<file path="src/rtl/minimips_pkg.sv">
// Shared definitions for the immediate narrowing path: field widths, buffer
// states and constant helpers for the signed range of an N-bit field.
package minimips_pkg;

    localparam int IMM_W  = 6;
    localparam int WORD_W = 32;

    typedef enum logic [1:0] {
        BUF_EMPTY = 2'd0,
        BUF_ONE   = 2'd1,
        BUF_FULL  = 2'd2
    } buf_state_e;

    function automatic longint imm_min(input int w);
        return -(longint'(1) << (w - 1));
    endfunction

    function automatic longint imm_max(input int w);
        return (longint'(1) << (w - 1)) - 1;
    endfunction

endpackage

</file>
<file path="src/rtl/sign_narrow_fit.sv">
// Combinational fit check: packs a signed IN_W value into OUT_W bits,
// clamping or truncating when the value does not survive sign extension.
module narrow_fit
    import minimips_pkg::*;
#(
    parameter int IN_W     = WORD_W,
    parameter int OUT_W    = IMM_W,
    parameter bit SATURATE = 1'b1
) (
    input  logic [IN_W-1:0]  in_data,
    output logic [OUT_W-1:0] out_data,
    output logic             ovf
);

    localparam logic [OUT_W-1:0] SAT_MIN = OUT_W'(imm_min(OUT_W));
    localparam logic [OUT_W-1:0] SAT_MAX = OUT_W'(imm_max(OUT_W));

    // The value fits when every bit from the field sign bit upward agrees.
    logic [IN_W-OUT_W:0] upper;
    logic                fits;

    assign upper = in_data[IN_W-1:OUT_W-1];
    assign fits  = (&upper) | ~(|upper);

    always_comb begin
        out_data = in_data[OUT_W-1:0];
        ovf      = ~fits;
        if (!fits && SATURATE) begin
            out_data = in_data[IN_W-1] ? SAT_MIN : SAT_MAX;
        end
    end

endmodule

</file>
<file path="src/rtl/sign_narrow.sv">
// Narrows signed words to a short immediate field behind a 2-entry
// valid/ready output buffer, counting accepted overflowing values.
module sign_narrow
    import minimips_pkg::*;
#(
    parameter int IN_W     = WORD_W,
    parameter int OUT_W    = IMM_W,
    parameter bit SATURATE = 1'b1,
    parameter int CNT_W    = 16
) (
    input  logic             clk,
    input  logic             reset_n,
    input  logic             in_valid,
    output logic             in_ready,
    input  logic [IN_W-1:0]  in_data,
    output logic             out_valid,
    input  logic             out_ready,
    output logic [OUT_W-1:0] out_data,
    output logic             out_ovf,
    input  logic             clear_count,
    output logic [CNT_W-1:0] ovf_count
);

    logic [OUT_W-1:0] fit_data;
    logic             fit_ovf;

    narrow_fit #(
        .IN_W    (IN_W),
        .OUT_W   (OUT_W),
        .SATURATE(SATURATE)
    ) u_fit (
        .in_data (in_data),
        .out_data(fit_data),
        .ovf     (fit_ovf)
    );

    buf_state_e       state_q, state_d;
    logic [OUT_W-1:0] head_data_q, head_data_d;
    logic             head_ovf_q, head_ovf_d;
    logic [OUT_W-1:0] tail_data_q, tail_data_d;
    logic             tail_ovf_q, tail_ovf_d;
    logic             in_ready_q, in_ready_d;
    logic [CNT_W-1:0] cnt_q, cnt_d;
    logic             accept, pop;

    assign accept = in_valid && in_ready_q;
    assign pop    = out_valid && out_ready;

    // The head register drives out_data directly, so the second entry only
    // ever shifts into the head on a pop from FULL.
    always_comb begin
        state_d     = state_q;
        head_data_d = head_data_q;
        head_ovf_d  = head_ovf_q;
        tail_data_d = tail_data_q;
        tail_ovf_d  = tail_ovf_q;
        case (state_q)
            BUF_EMPTY: begin
                if (accept) begin
                    head_data_d = fit_data;
                    head_ovf_d  = fit_ovf;
                    state_d     = BUF_ONE;
                end
            end
            BUF_ONE: begin
                if (accept && !pop) begin
                    tail_data_d = fit_data;
                    tail_ovf_d  = fit_ovf;
                    state_d     = BUF_FULL;
                end else if (!accept && pop) begin
                    state_d     = BUF_EMPTY;
                end else if (accept && pop) begin
                    head_data_d = fit_data;
                    head_ovf_d  = fit_ovf;
                end
            end
            BUF_FULL: begin
                if (pop) begin
                    head_data_d = tail_data_q;
                    head_ovf_d  = tail_ovf_q;
                    state_d     = BUF_ONE;
                end
            end
            default: state_d = BUF_EMPTY;
        endcase
        in_ready_d = (state_d != BUF_FULL);
    end

    always_comb begin
        cnt_d = cnt_q;
        if (clear_count) begin
            cnt_d = '0;
        end else if (accept && fit_ovf && (cnt_q != '1)) begin
            cnt_d = cnt_q + CNT_W'(1);
        end
    end

    always_ff @(posedge clk or negedge reset_n) begin
        if (!reset_n) begin
            state_q     <= BUF_EMPTY;
            head_data_q <= '0;
            head_ovf_q  <= 1'b0;
            tail_data_q <= '0;
            tail_ovf_q  <= 1'b0;
            in_ready_q  <= 1'b0;
            cnt_q       <= '0;
        end else begin
            state_q     <= state_d;
            head_data_q <= head_data_d;
            head_ovf_q  <= head_ovf_d;
            tail_data_q <= tail_data_d;
            tail_ovf_q  <= tail_ovf_d;
            in_ready_q  <= in_ready_d;
            cnt_q       <= cnt_d;
        end
    end

    assign in_ready  = in_ready_q;
    assign out_valid = (state_q != BUF_EMPTY);
    assign out_data  = head_data_q;
    assign out_ovf   = head_ovf_q;
    assign ovf_count = cnt_q;

endmodule

</file>
<file path="config.mk">
export PLATFORM = sky130hd
export DESIGN_NAME = sign_narrow
export DESIGN_NICKNAME = d
export VERILOG_FILES = /design/src/rtl/minimips_pkg.sv /design/src/rtl/sign_narrow_fit.sv /design/src/rtl/sign_narrow.sv
export SDC_FILE = /design/constraint.sdc
export NUM_CORES = 1
export LEC_CHECK = 0
export BUFFER_PORTS_ARGS = -buffer_cell sky130_fd_sc_hd__buf_2
export CELL_PAD_IN_SITES_DETAIL_PLACEMENT = 1
export CELL_PAD_IN_SITES_GLOBAL_PLACEMENT = 1
export CORE_MARGIN = 1
export CORE_UTILIZATION = 40
export CTS_CLUSTER_DIAMETER = 120
export DETAILED_ROUTE_END_ITERATION = 16
export PLACE_DENSITY_LB_ADDON = 0.05
export SKIP_LAST_GASP = 1
export SLEW_MARGIN = 20
export SYNTH_ARGS = -nofsm -noshare
export SYNTH_HDL_FRONTEND = slang
export SYNTH_SLANG_ARGS = --single-unit
</file>
<file path="constraint.sdc">
create_clock -name clk -period 6.1 [get_ports clk]
set_input_delay 1.22 -clock clk [delete_from_list [all_inputs] [get_ports clk]]
set_output_delay 1.22 -clock clk [all_outputs]
set_load 0.01 [all_outputs]
</file>
* Yosys cells after proc, flatten, opt, wreduce, memory -nomap -nowiden *
Index checks and enable logic that the tools add are counted.

word-level totals
  latch bits = 0
  bits in registers = 33
  ROM bits = 0
  memory bits (writable) = 0
  memories = 0

cells by class
  multiply operators = 0
  $add $sub $neg = 1
  shift operators = 0
  equal/unequal tests = 9
  divide/modulo/power cells = 0
  muxes and demuxes = 21
  order comparisons = 0
  reductions and logical operators = 17
  bitwise gates (word level) = 3

operators with widths
  kind                                                 number
  2-to-1 mux 6 bit                                     7
  2-to-1 mux 16 bit                                    2
  AND reduction 27 bit                                 1
  OR reduction 27 bit                                  1
  one-hot mux 6 bit (3 select lines)                   1
  adder 16 x 1 -> 16 bit, second input constant        1
  != test 16 bit, second input constant                1
  != test 2 bit, second input constant                 6
  2-to-1 mux 2 bit                                     4
  logical AND 1 bit                                    7
  one-hot mux 2 bit (3 select lines)                   1
  AND reduction 6 bit                                  1
  2-to-1 mux 1 bit                                     5
  nonzero test 2 bit                                   2
  one-hot mux 1 bit (3 select lines)                   1
  nonzero test 3 bit                                   1
  equality test 2 x 1 -> 1 bit, second input constant  1
  equality test 2 bit, second input constant           1
  zero test 1 bit                                      2
  zero test 2 bit                                      1
  NOT 1 bit                                            2
  AND reduction 2 bit                                  1
  OR 1 bit                                             1

* Depth between registers and ports, before layout *
Gate-level depths: netlist of the first run.

  word-level depth = 8
  gate-level depth with buffers = 8

* Cells and area by module *
Synthesis of the first run repeated with hierarchy kept, for this count alone.

unflattened totals
  cell total of the unflattened synthesis = 193
  area, all modules = 1840.5 µm²

by module, submodules not included
  module       area each (µm²)  seq. area each (µm²)  instances  cells each
  sign_narrow  1634.1           825.8                 1          163
  narrow_fit   206.4            0.0                   1          30

* Worst setup path before layout of the first run *
OpenSTA, ideal clock, no wires.

  kind = input port to flip-flop
  start = input port in_data[12]
  end = register tail_data_q[0]
  stages on the path = 7
  buffers on the path = 2
  library setup time = 0.133 ns
  slack = 3.393 ns
  arrival time = 2.575 ns
  cell sequence = nand4_1 -> or4_4 -> o22ai_4 -> buf_6 -> buf_12 -> mux2i_1 -> a21oi_1

between the ends
  word-level cells in the longest chain between the ends = 4
  elaborated cells between the ends (all ways) = 5
  classes of those cells = mux (1); bitwise (2); reduce/logical (2)

ends and longest elaborated chain
  item                  RTL line               text
  from (decl)           sign_narrow.sv:15      input logic [IN_W-1:0] in_data,
  OR reduction 27 bit   sign_narrow_fit.sv:23  assign fits = (&upper) | ~(|upper);
  NOT 1 bit             sign_narrow_fit.sv:23
  OR 1 bit *            sign_narrow_fit.sv:23
  2-to-1 mux 6 bit *    sign_narrow_fit.sv:28  if (!fits && SATURATE) begin
  to (signal assigned)  sign_narrow.sv:111     tail_data_q <= tail_data_d;
  to (decl)             sign_narrow.sv:40      logic [OUT_W-1:0] tail_data_q, tail_data_d;

Mark *: on every way between the ends. The rest lies on a longest branch, timed or not.
A chain may end at the register's enable or synchronous reset.

* Final worst setup path of the first run *
  start = input port in_data[31]
  end = register cnt_q[13], in the netlist ovf_count[13]

between the ends
  word-level cells in the longest chain between the ends = 7
  elaborated cells between the ends (all ways) = 8
  classes of those cells = bitwise (3); reduce/logical (5)

ends and longest elaborated chain
  item                              RTL line               text
  OR reduction 27 bit               sign_narrow_fit.sv:23
  NOT 1 bit                         sign_narrow_fit.sv:23
  OR 1 bit *                        sign_narrow_fit.sv:23
  NOT 1 bit *                       sign_narrow_fit.sv:27  ovf = ~fits;
  logical AND 1 bit * (2 in a row)  sign_narrow.sv:93      end else if (accept && fit_ovf && (cnt_q != '1)) begin
  nonzero test 2 bit (no line) *    -
  to (signal assigned)              sign_narrow.sv:114     cnt_q <= cnt_d;
  to (decl)                         sign_narrow.sv:43      logic [CNT_W-1:0] cnt_q, cnt_d;

Marked as above.

==> results of run 1 <==
==> worst max path at each step <==
stage                          end  cells past startpoint  slack [ps]
finish               ovf_count[13]                      7        3270
floorplan           tail_data_q[0]                      7        3390
global route         ovf_count[13]                      7        3190
detailed placement   ovf_count[13]                      7        2970
CTS                  ovf_count[13]                      7        3260
global placement     ovf_count[13]                      7        3020
==> power groups by stage <==
| stage | combinational, mW | sequential, mW | clock (mW) |
|---|---|---|---|
| floorplan | 0.101 | 0.307 | 0 |
| global placement | 0.170 | 0.304 | 0 |
| detailed placement | 0.172 | 0.305 | 0 |
| CTS | 0.174 | 0.301 | 0.174 |
| global route | 0.195 | 0.307 | 0.183 |
| finish | 0.172 | 0.300 | 0.167 |
==> kinds of logic (layout without fill, tap and decap cells) <==
| kind of cell | after synthesis | after routing | share of synthesized area, % |
|---|---|---|---|
| flops | 33 | 33 | 41.72 |
| fa+ha+maj | 1 | 1 | 0.6320 |
| compound gates | 61 | 61 | 20.35 |
| buf+inv | 20 | 76 | 5.625 |
| simple gates | 93 | 93 | 26.42 |
| mux | 10 | 10 | 5.247 |
==> layout make-up <==
type	count	area, µm²
Fill cell	612	2374
Clock buffer	7	86.33
Inverter	6	22.52
Tap cell	67	83.83
Sequential cell	33	825.8
Timing Repair Buffer	63	320.3
Multi-Input combinational cell	165	1042
==> metal layers <==
metal / wire (µm) / up-vias / part of all wire (%)
met5: 0 / - / 0
met1: 2399 / 908 / 48
met4: 45 / 0 / 0.89
met2: 2466 / 23 / 49
met3: 116 / 5 / 2.3
li1: - / 945 / -
==> per-stage QoR <==
step                worst slack, ps  hold slack, ps  area (µm²)  utilization (%)
floorplan                      3393           480.6        1979                -
CTS                            3265           516.3        2381            50.08
finish                         3266           507.6        2381            50.08
global placement               3016           470.5        2295            48.26
global route                   3194           538.0        2381            50.08
detailed placement             2971           500.5        2295            48.26
==> worst register-to-register path, stage by stage, from the launching register on <==
cell,delay (ps)
sky130_fd_sc_hd__dfrtp_1,460
sky130_fd_sc_hd__ha_1,280
sky130_fd_sc_hd__and2_1,200
sky130_fd_sc_hd__and3_1,200
sky130_fd_sc_hd__a41o_1,540
sky130_fd_sc_hd__nor4_1,410
sky130_fd_sc_hd__mux2_2,370
==> cell usage after synthesis, drive strengths merged, types with 2 or more instances <==
cell     number  area (µm²)
or4b          2       20.02
o41ai         2       17.52
o21ai        11       55.05
inv           6       22.52
clkbuf        8       30.03
nand4         9       62.56
nor2         14       52.55
and3          2       12.51
buf           6       58.80
dfrtp        33       825.8
and2          2       12.51
o22ai         2       26.28
or3           3       18.77
mux2          3       33.78
and4          2       20.02
nor2b         3       18.77
nor4          8       50.05
mux2i         7       70.07
nor3          2       10.01
a21oi        20       100.1
nand2        21       78.83
o31ai        10       75.07
nand3         8       40.04
o211ai        6       45.04
nand2b        4       25.02
o2111ai       5       43.79
or4          11       86.33
==> state kept, by name (all words and copies together), names as in the netlist <==
signal and count:
in_ready 1, out_data 6, out_ovf 1, ovf_count 16, state_q 2, tail_data_q 6, tail_ovf_q 1
==> parameters.txt, run 1 <==
Parameter                              Value

Worst setup path
  Setup slack of the most critical reg-to-reg path    3530 ps
  Arrival time of the worst setup path    2990 ps
  Slowest stage cell, crit path    sky130_fd_sc_hd__or4_4
  Critical path, cell by cell    buf_2, nand4_1, or4_4, o22ai_4, buf_4, nor4_1, mux2_2
  Worst setup path class    in2reg
  Stage delay of the slowest cell on the critical path    530 ps
  Type of element capturing the critical path    register
  Startpoint kind of the worst setup timing path    input port
  Critical R2R Capture    ovf_count[13]
  Worst Setup SP    in_data[31]
  Worst path bufs/invs    2
  Worst r2r path cells    6
  Critical-path maximum fanout    46
  Worst Path Required    6260 ps
  Family with the most delay on the worst path    simple AND/OR/NAND/NOR gates
  Reg-to-Reg Start    ovf_count[0]

Power and ir drop
  Part of the total power dissipated in sequential elements    46.9%
  Pwr per Cell Area    268.5 mW/mm²
  Largest vdd supply drop    137.3 µV
  Leakage power    0.9877 nW
  Combinational cell fraction of total power    26.9%
  Internal portion of total power    0.4261 mW
  Power consumption    0.6393 mW
  Switching portion of total power    33.36%
  Clock power frac    26.2%
  Net switching power    0.2132 mW

Die
  Initial core utilization    41.63%
  Overall die width    72.35 µm
  Floorplan core area    0.004755 mm²
  Die footprint    0.005234 mm²
  IO Pins    62
  Placement row count    25
  Die height    72.35 µm

GRT
  Most Crowded Layer GR    met2
  GR Overflow Total    0
  First-pass GRT wire length    8335 µm
  Overall Global Routing Usage    20.30%
  Vias in the first global route    1850
  Met2 routing resource usage after global routing    35.31%
  Met1 usage    25.79%
  GR met3 Demand/Resource    3.472%
  Maximum number of pins on one net before global-route repair    47
  Number of antenna violations at the first check in global routing    0

Placement
  Port-buffer cells    61
  RePlAce Congestion    0.6871
  Count of placed standard cells including taps    334
  Detailed placement HPWL    3551 µm

Routing
  Remaining design rule violation count    0
  Vias after detailed routing    1881
  First-pass DRT Iterations    2
  Wirelength per Cell    14.74 µm
  Wire length after detailed routing    5028 µm
  Number of nets with antenna violations after routing    0
  Post-detailed-route via-to-cell ratio    5.516
  Iteration-0 DRC Markers    80

Final layout
  Ratio of cells with drive above 1 in the final layout    28.47%
  Diode count    0
  Most common library cell in the layout ignoring fill and taps    sky130_fd_sc_hd__buf_2
  Synth-to-Final Area Change    20.29%
  Commonest cells after routing, fill and taps aside    61 x sky130_fd_sc_hd__buf_2, 33 x sky130_fd_sc_hd__dfrtp_1, 21 x sky130_fd_sc_hd__nand2_1, 20 x sky130_fd_sc_hd__a21oi_1, 14 x sky130_fd_sc_hd__nor2_1
  Final standard cell count with taps included and fillers excluded    341
  Final Net Count    312

Timing
  Post-route fraction of the period consumed by the critical path    46.46%
  Unrepaired setup endpoints after global routing    false
  Total of endpoints with negative setup slack in the final report    0
  Final critical path time including I/O delays and setup    2834 ps
  Final Skew    7.908 ps
  Actual transition at the worst max-transition pin    867.3 ps
  Slew HR    42.18%
  Total negative slack for setup checks    0 ps
  Final max-slew violation count    0
  Highest attainable clock frequency    352.9 MHz
  Hold violation count in the final report    0

Status
  Run status    finished, final reports clean

Clock network
  PostCTS Resize Cnt    0
  Insertion delay to the later sink of the worst-skew pair    280 ps
  Total CTS buffers    5
  # clock sinks    33
  H-tree lvl count    2
  Quantity of hold-fixing buffers added after cts    0
  Clock tree from TritonCTS    built
  Setup repair bufs after CTS    0
  Clock slew at reported path FFs    70 ps
  Buffer cell driving the clock tree root    sky130_fd_sc_hd__clkbuf_8
  Clock tree buffer depth    2

Synthesis
  Number of flops mapped to enable cells by yosys    0
  Mapped Area    0.001979 mm²
  Synth Net Count    256
  Gate count after technology mapping    218
  Sequential share of the synthesized area    41.72%
  Predominant post-synthesis flop cell    sky130_fd_sc_hd__dfrtp_1
  Yosys warning total    0
  Share of synthesized registers carrying an async set or reset    100.0%
  Flops & latches, synth    33
  Post-synth cell types    43
  Average size of a mapped cell    9.080 µm²

Hold path
  Number of cells on the worst hold path    1
  HP Class    reg2reg
  Worst hold start    out_ovf
  Worst hold endpoint    out_ovf

Flow run
  Total of max-cap violations    0
Power figures use the tool's default switching activity.
==> inputs of run 2 (changes only) <==
Settings changed: ABC_AREA from default to 1, CORE_UTILIZATION 40 to 36.
Clock period 6.1 ns to 2.68 ns, I/O delays scaled along.
==> run 2 against run 1 <==
  * Power up 140%
  * Critical path depth up 1
  * Die area up 19%
  * Synthesized area up 7.4%
  * Clock skew down 0.53 ps
  * Critical path type is now reg2reg
  * Largest cell class unchanged
  * Largest power group unchanged
==> parameters.txt, run 2 <==
Parameter                              Value

GRT
  First-pass GRT wire length    10050 µm (+21%)
  Met2 routing resource usage after global routing    37.04% (+1.7 points)
  Vias in the first global route    2234 (+21%)
  GR met3 Demand/Resource    3.793% (+0.32 points)
  Met1 usage    25.25% (-0.54 points)
  Number of antenna violations at the first check in global routing    0 (unchanged)
  Overall Global Routing Usage    20.57% (+0.27 points)
  Maximum number of pins on one net before global-route repair    34 (-28%)
  GR Overflow Total    0 (unchanged)
  Most Crowded Layer GR    met2

Routing
  Wirelength per Cell    12.25 µm (-17%)
  First-pass DRT Iterations    4 (+2)
  Post-detailed-route via-to-cell ratio    4.712 (-15%)
  Iteration-0 DRC Markers    50 (-38%)
  Number of nets with antenna violations after routing    0 (unchanged)
  Remaining design rule violation count    0 (unchanged)
  Wire length after detailed routing    5624 µm (+12%)
  Vias after detailed routing    2163 (+15%)

Clock network
  Clock tree from TritonCTS    built
  Clock tree buffer depth    2 (unchanged)
  Setup repair bufs after CTS    0 (unchanged)
  Total CTS buffers    5 (unchanged)
  Quantity of hold-fixing buffers added after cts    0 (unchanged)
  H-tree lvl count    2 (unchanged)
  # clock sinks    33 (unchanged)
  Buffer cell driving the clock tree root    sky130_fd_sc_hd__clkbuf_8
  Clock slew at reported path FFs    80 ps (about the same)
  PostCTS Resize Cnt    0 (unchanged)
  Insertion delay to the later sink of the worst-skew pair    290 ps (about the same)

Worst setup path
  Worst r2r path cells    8 (+2)
  Type of element capturing the critical path    register
  Startpoint kind of the worst setup timing path    register
  Arrival time of the worst setup path    2020 ps (-970 ps)
  Worst Path Required    2860 ps (-3400 ps)
  Worst setup path class    reg2reg
  Critical-path maximum fanout    17 (-63%)

Synthesis
  Mapped Area    0.002126 mm² (+7.4%)
  Most area-hungry cell type in the Yosys netlist    sky130_fd_sc_hd__dfrtp_1
  Commonest cells post-synth    129 x sky130_fd_sc_hd__nand2_1, 59 x sky130_fd_sc_hd__nor2_1, 33 x sky130_fd_sc_hd__dfrtp_1, 31 x sky130_fd_sc_hd__inv_1, 29 x sky130_fd_sc_hd__nand3_1
  Cell types occupying the most area after synthesis    sky130_fd_sc_hd__dfrtp_1 39%, sky130_fd_sc_hd__nand2_1 23%, sky130_fd_sc_hd__nor2_1 10%, sky130_fd_sc_hd__nand3_1 6.8%, sky130_fd_sc_hd__inv_1 5.5%
  Predominant post-synthesis flop cell    sky130_fd_sc_hd__dfrtp_1
  Area share of the largest cell type after synthesis    38.85% (-2.9 points)
  Post-synth cell types    25 (-42%)
  Number of flops mapped to enable cells by yosys    0 (unchanged)
  Gate count after technology mapping    323 (+48%)
  Share of synthesized registers carrying an async set or reset    100.0% (unchanged)
  Average size of a mapped cell    6.581 µm² (-28%)
  Sequential share of the synthesized area    38.85% (-2.9 points)
  Synth Net Count    361 (+41%)
  Yosys warning total    0 (unchanged)
  Flops & latches, synth    33 (unchanged)
  Most common cell in the synthesized netlist    sky130_fd_sc_hd__nand2_1

Final layout
  Diode count    0 (unchanged)
  Final core area utilization    46.07% (-4.0 points)
  Final standard cell count with taps included and fillers excluded    459 (+35%)
  Synth-to-Final Area Change    21.54%
  Final Net Count    424 (+36%)
  Most common library cell in the layout ignoring fill and taps    sky130_fd_sc_hd__nand2_1
  Commonest cells after routing, fill and taps aside    129 x sky130_fd_sc_hd__nand2_1, 61 x sky130_fd_sc_hd__buf_2, 59 x sky130_fd_sc_hd__nor2_1, 33 x sky130_fd_sc_hd__dfrtp_1, 31 x sky130_fd_sc_hd__inv_1
  Ratio of cells with drive above 1 in the final layout    20.93% (-7.5 points)
  Number of flip-flops in the largest register    16 (unchanged)
  Final non-filler cell area    0.002584 mm² (+8.5%)

Placement
  Instance area at placement    0.002497 mm² (+8.8%)
  Port-buffer cells    61 (unchanged)
  Detailed placement HPWL    4268 µm (+20%)
  Count of placed standard cells including taps    451 (+35%)
  Pre-CTS WS    756.6 ps (-2214 ps)
  RePlAce Congestion    0.7570 (+10%)

Timing
  Post-route fraction of the period consumed by the critical path    68.62%
  Final critical path time including I/O delays and setup    1839 ps
  Minimum setup slack in the final design    841.0 ps (-2425 ps)
  Actual transition at the worst max-transition pin    776.7 ps (-90.55 ps)
  Final max-slew violation count    0 (unchanged)
  Worst hold slack across all endpoints    313.3 ps (-194.4 ps)
  Unrepaired setup endpoints after global routing    false
  Slew HR    48.22% (+6.0 points)
  Total negative slack for setup checks    0 ps (unchanged)
  Hold violation count in the final report    0 (unchanged)
  Final Skew    7.373 ps (-0.5347 ps)
  Highest attainable clock frequency    543.8 MHz
  Total of endpoints with negative setup slack in the final report    0 (unchanged)

Power and ir drop
  Power consumption    1.514 mW (+140%)
  Largest vdd supply drop    254.4 µV (+85%)
  Pwr per Cell Area    585.9 mW/mm² (+120%)
  Leakage power    1.440 nW (+46%)

Die
  IO Pins    62 (unchanged)
  Overall die width    78.85 µm (+9.0%)
  Die height    78.85 µm (+9.0%)
  Placement row count    27 (+8.0%)
  Floorplan core area    0.005608 mm² (+18%)
  Die footprint    0.006217 mm² (+19%)
  Initial core utilization    37.91% (-3.7 points)

Hold path
  HP Class    in2async

Flow run
  Total of max-cap violations    0 (unchanged)

Status
  Run status    finished, final reports clean
run 2: cell count changes after synthesis, moves of 7 or more:
cell,delta
sky130_fd_sc_hd__nand2_1,+108
sky130_fd_sc_hd__o21ai_0,-8
sky130_fd_sc_hd__nor2_1,+45
sky130_fd_sc_hd__mux2i_1,-7
sky130_fd_sc_hd__a21oi_1,-16
sky130_fd_sc_hd__inv_1,+25
sky130_fd_sc_hd__nand3_1,+21
sky130_fd_sc_hd__or4_1,-10
sky130_fd_sc_hd__nor4_1,-8
sky130_fd_sc_hd__o31ai_1,-10
run 2: worst paths after layout:
| kind | from | endpoint | slack, ps |
|---|---|---|---|
| setup / recovery | ovf_count[0] | ovf_count[11] | 840 |
| hold / removal | reset_n | out_ovf | 310 |
| setup reg to reg | ovf_count[0] | ovf_count[11] | 840 |
| hold reg to reg | out_data[3] | out_data[3] | 480 |
| max in group asynchronous | reset_n | ovf_count[10] | 1860 |
| min in group clk | out_data[3] | out_data[3] | 480 |
run 2: final cells by class:
| type | count | area, µm² |
|---|---|---|
| Fill cell | 777 | 3024 |
| Multi-Input combinational cell | 251 | 1141 |
| Sequential cell | 33 | 825.8 |
| Timing Repair Buffer | 63 | 320.3 |
| Inverter | 32 | 120.1 |
| Tap cell | 72 | 90.09 |
| Clock buffer | 5 | 68.82 |
| Clock inverter | 3 | 17.52 |
run 2: power breakdown:
group	internal [mW]	switching [mW]	total, mW
logic	0.167	0.278	0.446
clock network	0.179	0.203	0.382
registers	0.617	0.0689	0.686
run 2: metal layers:
layer | up-vias | wire [µm]
met1 | 1006 | 2638
met4 | 0 | 43
met3 | 4 | 212
met5 | - | 0
li1 | 1111 | -
met2 | 42 | 2729
run 2: logic make-up after synthesis:
family / count (synthesis) / share of synthesized area (%)
compound gates: 7 / 1.648
xor+xnor: 12 / 4.944
fa+ha+maj: 1 / 0.5885
buf+inv: 39 / 7.474
flops: 33 / 38.85
simple gates: 231 / 46.50
run 2: worst max-delay path, stage by stage (launching register included):
cell                      delay [ps]
sky130_fd_sc_hd__dfrtp_1         420
sky130_fd_sc_hd__ha_1            230
sky130_fd_sc_hd__nand3_2         170
sky130_fd_sc_hd__nor3_4          190
sky130_fd_sc_hd__nand3_2         120
sky130_fd_sc_hd__nand4_4         260
sky130_fd_sc_hd__nand2_4         190
sky130_fd_sc_hd__nand2_1         100
sky130_fd_sc_hd__nand2_1          50
==> inputs of run 3 (changes only) <==
Settings changed: ABC_AREA 1 to 0, CORE_UTILIZATION 36 to 37.
Clock period 2.68 ns to 1.7 ns, I/O delays scaled along.
==> run 3 against run 2 <==
  * The flow now finishes with violations (setup timing)
  * Clock power up 63%
  * Sequential cell count did not move
  * Register-to-register slack got worse by 1100 ps
  * Clock skew down 2.6 ps
  * Worst setup slack worse by 1100 ps
  * Sequential share of layout area fell by 4.3 points
  * First-iteration DRC count increased by 8.0%
  * Cell area is 16% higher
  * Critical path type unchanged
  * Largest cell class unchanged
==> parameters.txt, run 3 (synthesized netlist as in run 1, its figures left out) <==
Parameter                              Value

Status
  Run status    finished, violations left
  Violated checks    setup timing

Die
  Floorplan core area    0.005140 mm² (-8.3%)
  Initial core utilization    38.51% (+0.60 points)
  IO Pins    62 (unchanged)
  Overall die width    75.14 µm (-4.7%)
  Placement row count    26 (-3.7%)
  Die height    75.14 µm (-4.7%)
  Die footprint    0.005646 mm² (-9.2%)

Placement
  Count of placed standard cells including taps    372 (-18%)
  Detailed placement HPWL    4362 µm (+2.2%)
  Instance area at placement    0.002668 mm² (+6.8%)
  RePlAce Congestion    0.7175 (-5.2%)
  Port-buffer cells    61 (unchanged)

Hold path
  HP Class    in2reg

Timing
  Highest attainable clock frequency    500.0 MHz (-8.0%)
  Final max-slew violation count    0 (unchanged)
  Hold violation count in the final report    0 (unchanged)
  Final critical path time including I/O delays and setup    2000 ps (+160.9 ps)
  Final Skew    4.790 ps (-2.583 ps)
  Post-route fraction of the period consumed by the critical path    117.6% (+49 points)
  Slew HR    67.65% (+19 points)
  Total of endpoints with negative setup slack in the final report    16 (+16)
  Unrepaired setup endpoints after global routing    true
  Minimum setup slack in the final design    -299.9 ps (-1141 ps)
  Actual transition at the worst max-transition pin    485.2 ps (-291.5 ps)

Final layout
  Synth-to-Final Area Change    51.39%
  Ratio of cells with drive above 1 in the final layout    45.11% (+24 points)
  Diode count    0 (unchanged)
  Commonest cells after routing, fill and taps aside    57 x sky130_fd_sc_hd__buf_2, 31 x sky130_fd_sc_hd__dfrtp_1, 30 x sky130_fd_sc_hd__buf_4, 21 x sky130_fd_sc_hd__nand2_1, 14 x sky130_fd_sc_hd__a21oi_1
  Number of flip-flops in the largest register    16 (unchanged)
  Final standard cell count with taps included and fillers excluded    387 (-16%)
  Final non-filler cell area    0.002997 mm² (+16%)
  Area occupied by registers    828.3 µm² (+0.30%)
  Final Net Count    354 (-17%)
  Final core area utilization    58.30% (+12 points)
  Multi-input gate area in the final layout    0.001199 mm² (+5.0%)
  Number of fill cells in the layout    610 (-21%)
  Most common library cell in the layout ignoring fill and taps    sky130_fd_sc_hd__buf_2

Routing
  Wire length after detailed routing    6726 µm (+20%)
  Post-detailed-route via-to-cell ratio    5.568 (+18%)
  Remaining design rule violation count    0 (unchanged)
  Number of nets with antenna violations after routing    0 (unchanged)
  First-pass DRT Iterations    4 (unchanged)
  Vias after detailed routing    2155 (-0.37%)
  Highest routing layer actually used    met4
  Total met3 wirelength after detailed routing    348 µm (+64%)
  Routed met1 length    2998 µm (+14%)
  Routed wl met2    3291 µm (+21%)
  Iteration-0 DRC Markers    54 (+8.0%)
  Wirelength per Cell    17.38 µm (+42%)

GRT
  GR Overflow Total    0 (unchanged)
  Vias in the first global route    2058 (-7.9%)
  Maximum number of pins on one net before global-route repair    25 (-26%)
  Number of antenna violations at the first check in global routing    0 (unchanged)
  First-pass GRT wire length    9873 µm (-1.7%)
  Overall Global Routing Usage    23.59% (+3.0 points)

Worst setup path
  Worst Path Required    1910 ps (-950 ps)
  Type of element capturing the critical path    register
  Startpoint kind of the worst setup timing path    register
  Arrival time of the worst setup path    2210 ps (+190 ps)
  Critical-path maximum fanout    8 (-9)
  Worst setup path class    reg2reg

Flow run
  Total of max-cap violations    0 (unchanged)

Clock network
  Clock slew at reported path FFs    70 ps (about the same)
  Clock tree from TritonCTS    built
  # clock sinks    33 (unchanged)
  Total CTS buffers    5 (unchanged)
  Insertion delay to the later sink of the worst-skew pair    290 ps (about the same)
  Clock tree buffer depth    2 (unchanged)
  Buffer cell driving the clock tree root    sky130_fd_sc_hd__clkbuf_8
  H-tree lvl count    2 (unchanged)

Power and ir drop
  Pwr per Cell Area    829.3 mW/mm² (+42%)
  Largest vdd supply drop    442.0 µV (+74%)
  Leakage power    1.253 nW (-13%)
==> run 3: cell count changes in the layout (fill, tap and decap cells not counted), moves of 7 or more <==
cell | before | now
sky130_fd_sc_hd__buf_6 | 0 | 11
sky130_fd_sc_hd__buf_4 | 2 | 30
sky130_fd_sc_hd__nand2_1 | 129 | 21
sky130_fd_sc_hd__nor2_1 | 59 | 13
sky130_fd_sc_hd__or4_1 | 0 | 8
sky130_fd_sc_hd__a21oi_1 | 4 | 14
sky130_fd_sc_hd__o31ai_1 | 0 | 10
sky130_fd_sc_hd__inv_1 | 31 | 6
sky130_fd_sc_hd__nand3_1 | 29 | 8
sky130_fd_sc_hd__o21ai_0 | 3 | 10
==> run 3: worst paths after layout <==
| check | start | end | slack [ps] | cells after the start |
|---|---|---|---|---|
| setup / recovery | ovf_count[0] | ovf_count[6] | -300 | 7 |
| hold / removal | out_ready | in_ready | 330 | 2 |
| setup reg to reg | ovf_count[0] | ovf_count[6] | -300 | 7 |
| hold reg to reg | out_ovf | out_ovf | 490 | 1 |
| max in group asynchronous | reset_n | out_data[3] | 740 | 3 |
| min in group asynchronous | reset_n | ovf_count[13] | 510 | 2 |
==> run 3: final cells by class <==
| cell class | count | share of cell area [%] |
|---|---|---|
| clock buffer | 8 | 3.006 |
| sequential | 33 | 27.64 |
| timing repair buffer | 105 | 25.68 |
| multi-input combinational | 165 | 40.00 |
| tap | 70 | 2.923 |
| inverter | 6 | 0.7516 |
==> run 3: per-stage QoR <==
step | worst slack, ps | setup TNS (ps) | power [mW] | hold slack [ps]
floorplan | -258.4 | -4427 | 1.501 | 44.41
global placement | -260.6 | -5455 | 1.773 | 285.6
detailed placement | -334.3 | -6147 | 1.805 | 292.2
CTS | -314.4 | -4159 | 2.458 | 317.9
global route | -359.8 | -5432 | 2.639 | 338.3
finish | -299.9 | -4208 | 2.485 | 327.2
==> run 3: critical path: stages, from the launching register on <==
cell and delay [ps]:
sky130_fd_sc_hd__dfrtp_2 430, sky130_fd_sc_hd__ha_4 160, sky130_fd_sc_hd__and2_4 150, sky130_fd_sc_hd__and3_4 160, sky130_fd_sc_hd__a41o_4 260, sky130_fd_sc_hd__buf_6 140
sky130_fd_sc_hd__or4_4 480, sky130_fd_sc_hd__a21oi_2 140
==> run 3: routing by layer <==
metal	up-vias	track usage [%]
met5	-	0
met2	62	39.74
met1	1055	30.52
met4	0	7.407
li1	1030	-
met3	8	4.819
==> run 3: where the power goes <==
group          internal (mW)  switching [mW]  total [mW]
Sequential             0.951           0.143        1.09
Clock                  0.330           0.292       0.623
Combinational          0.338           0.430       0.768
==> run 3: timing repair <==
action,4_1_cts,5_1_grt
pin swaps,3,8
buffers inserted,2,1
gates resized for setup,8,23
setup endpoints to repair,16,20
cloned,0,3
hold buffers,1,0
hold endpoints to repair,14,0
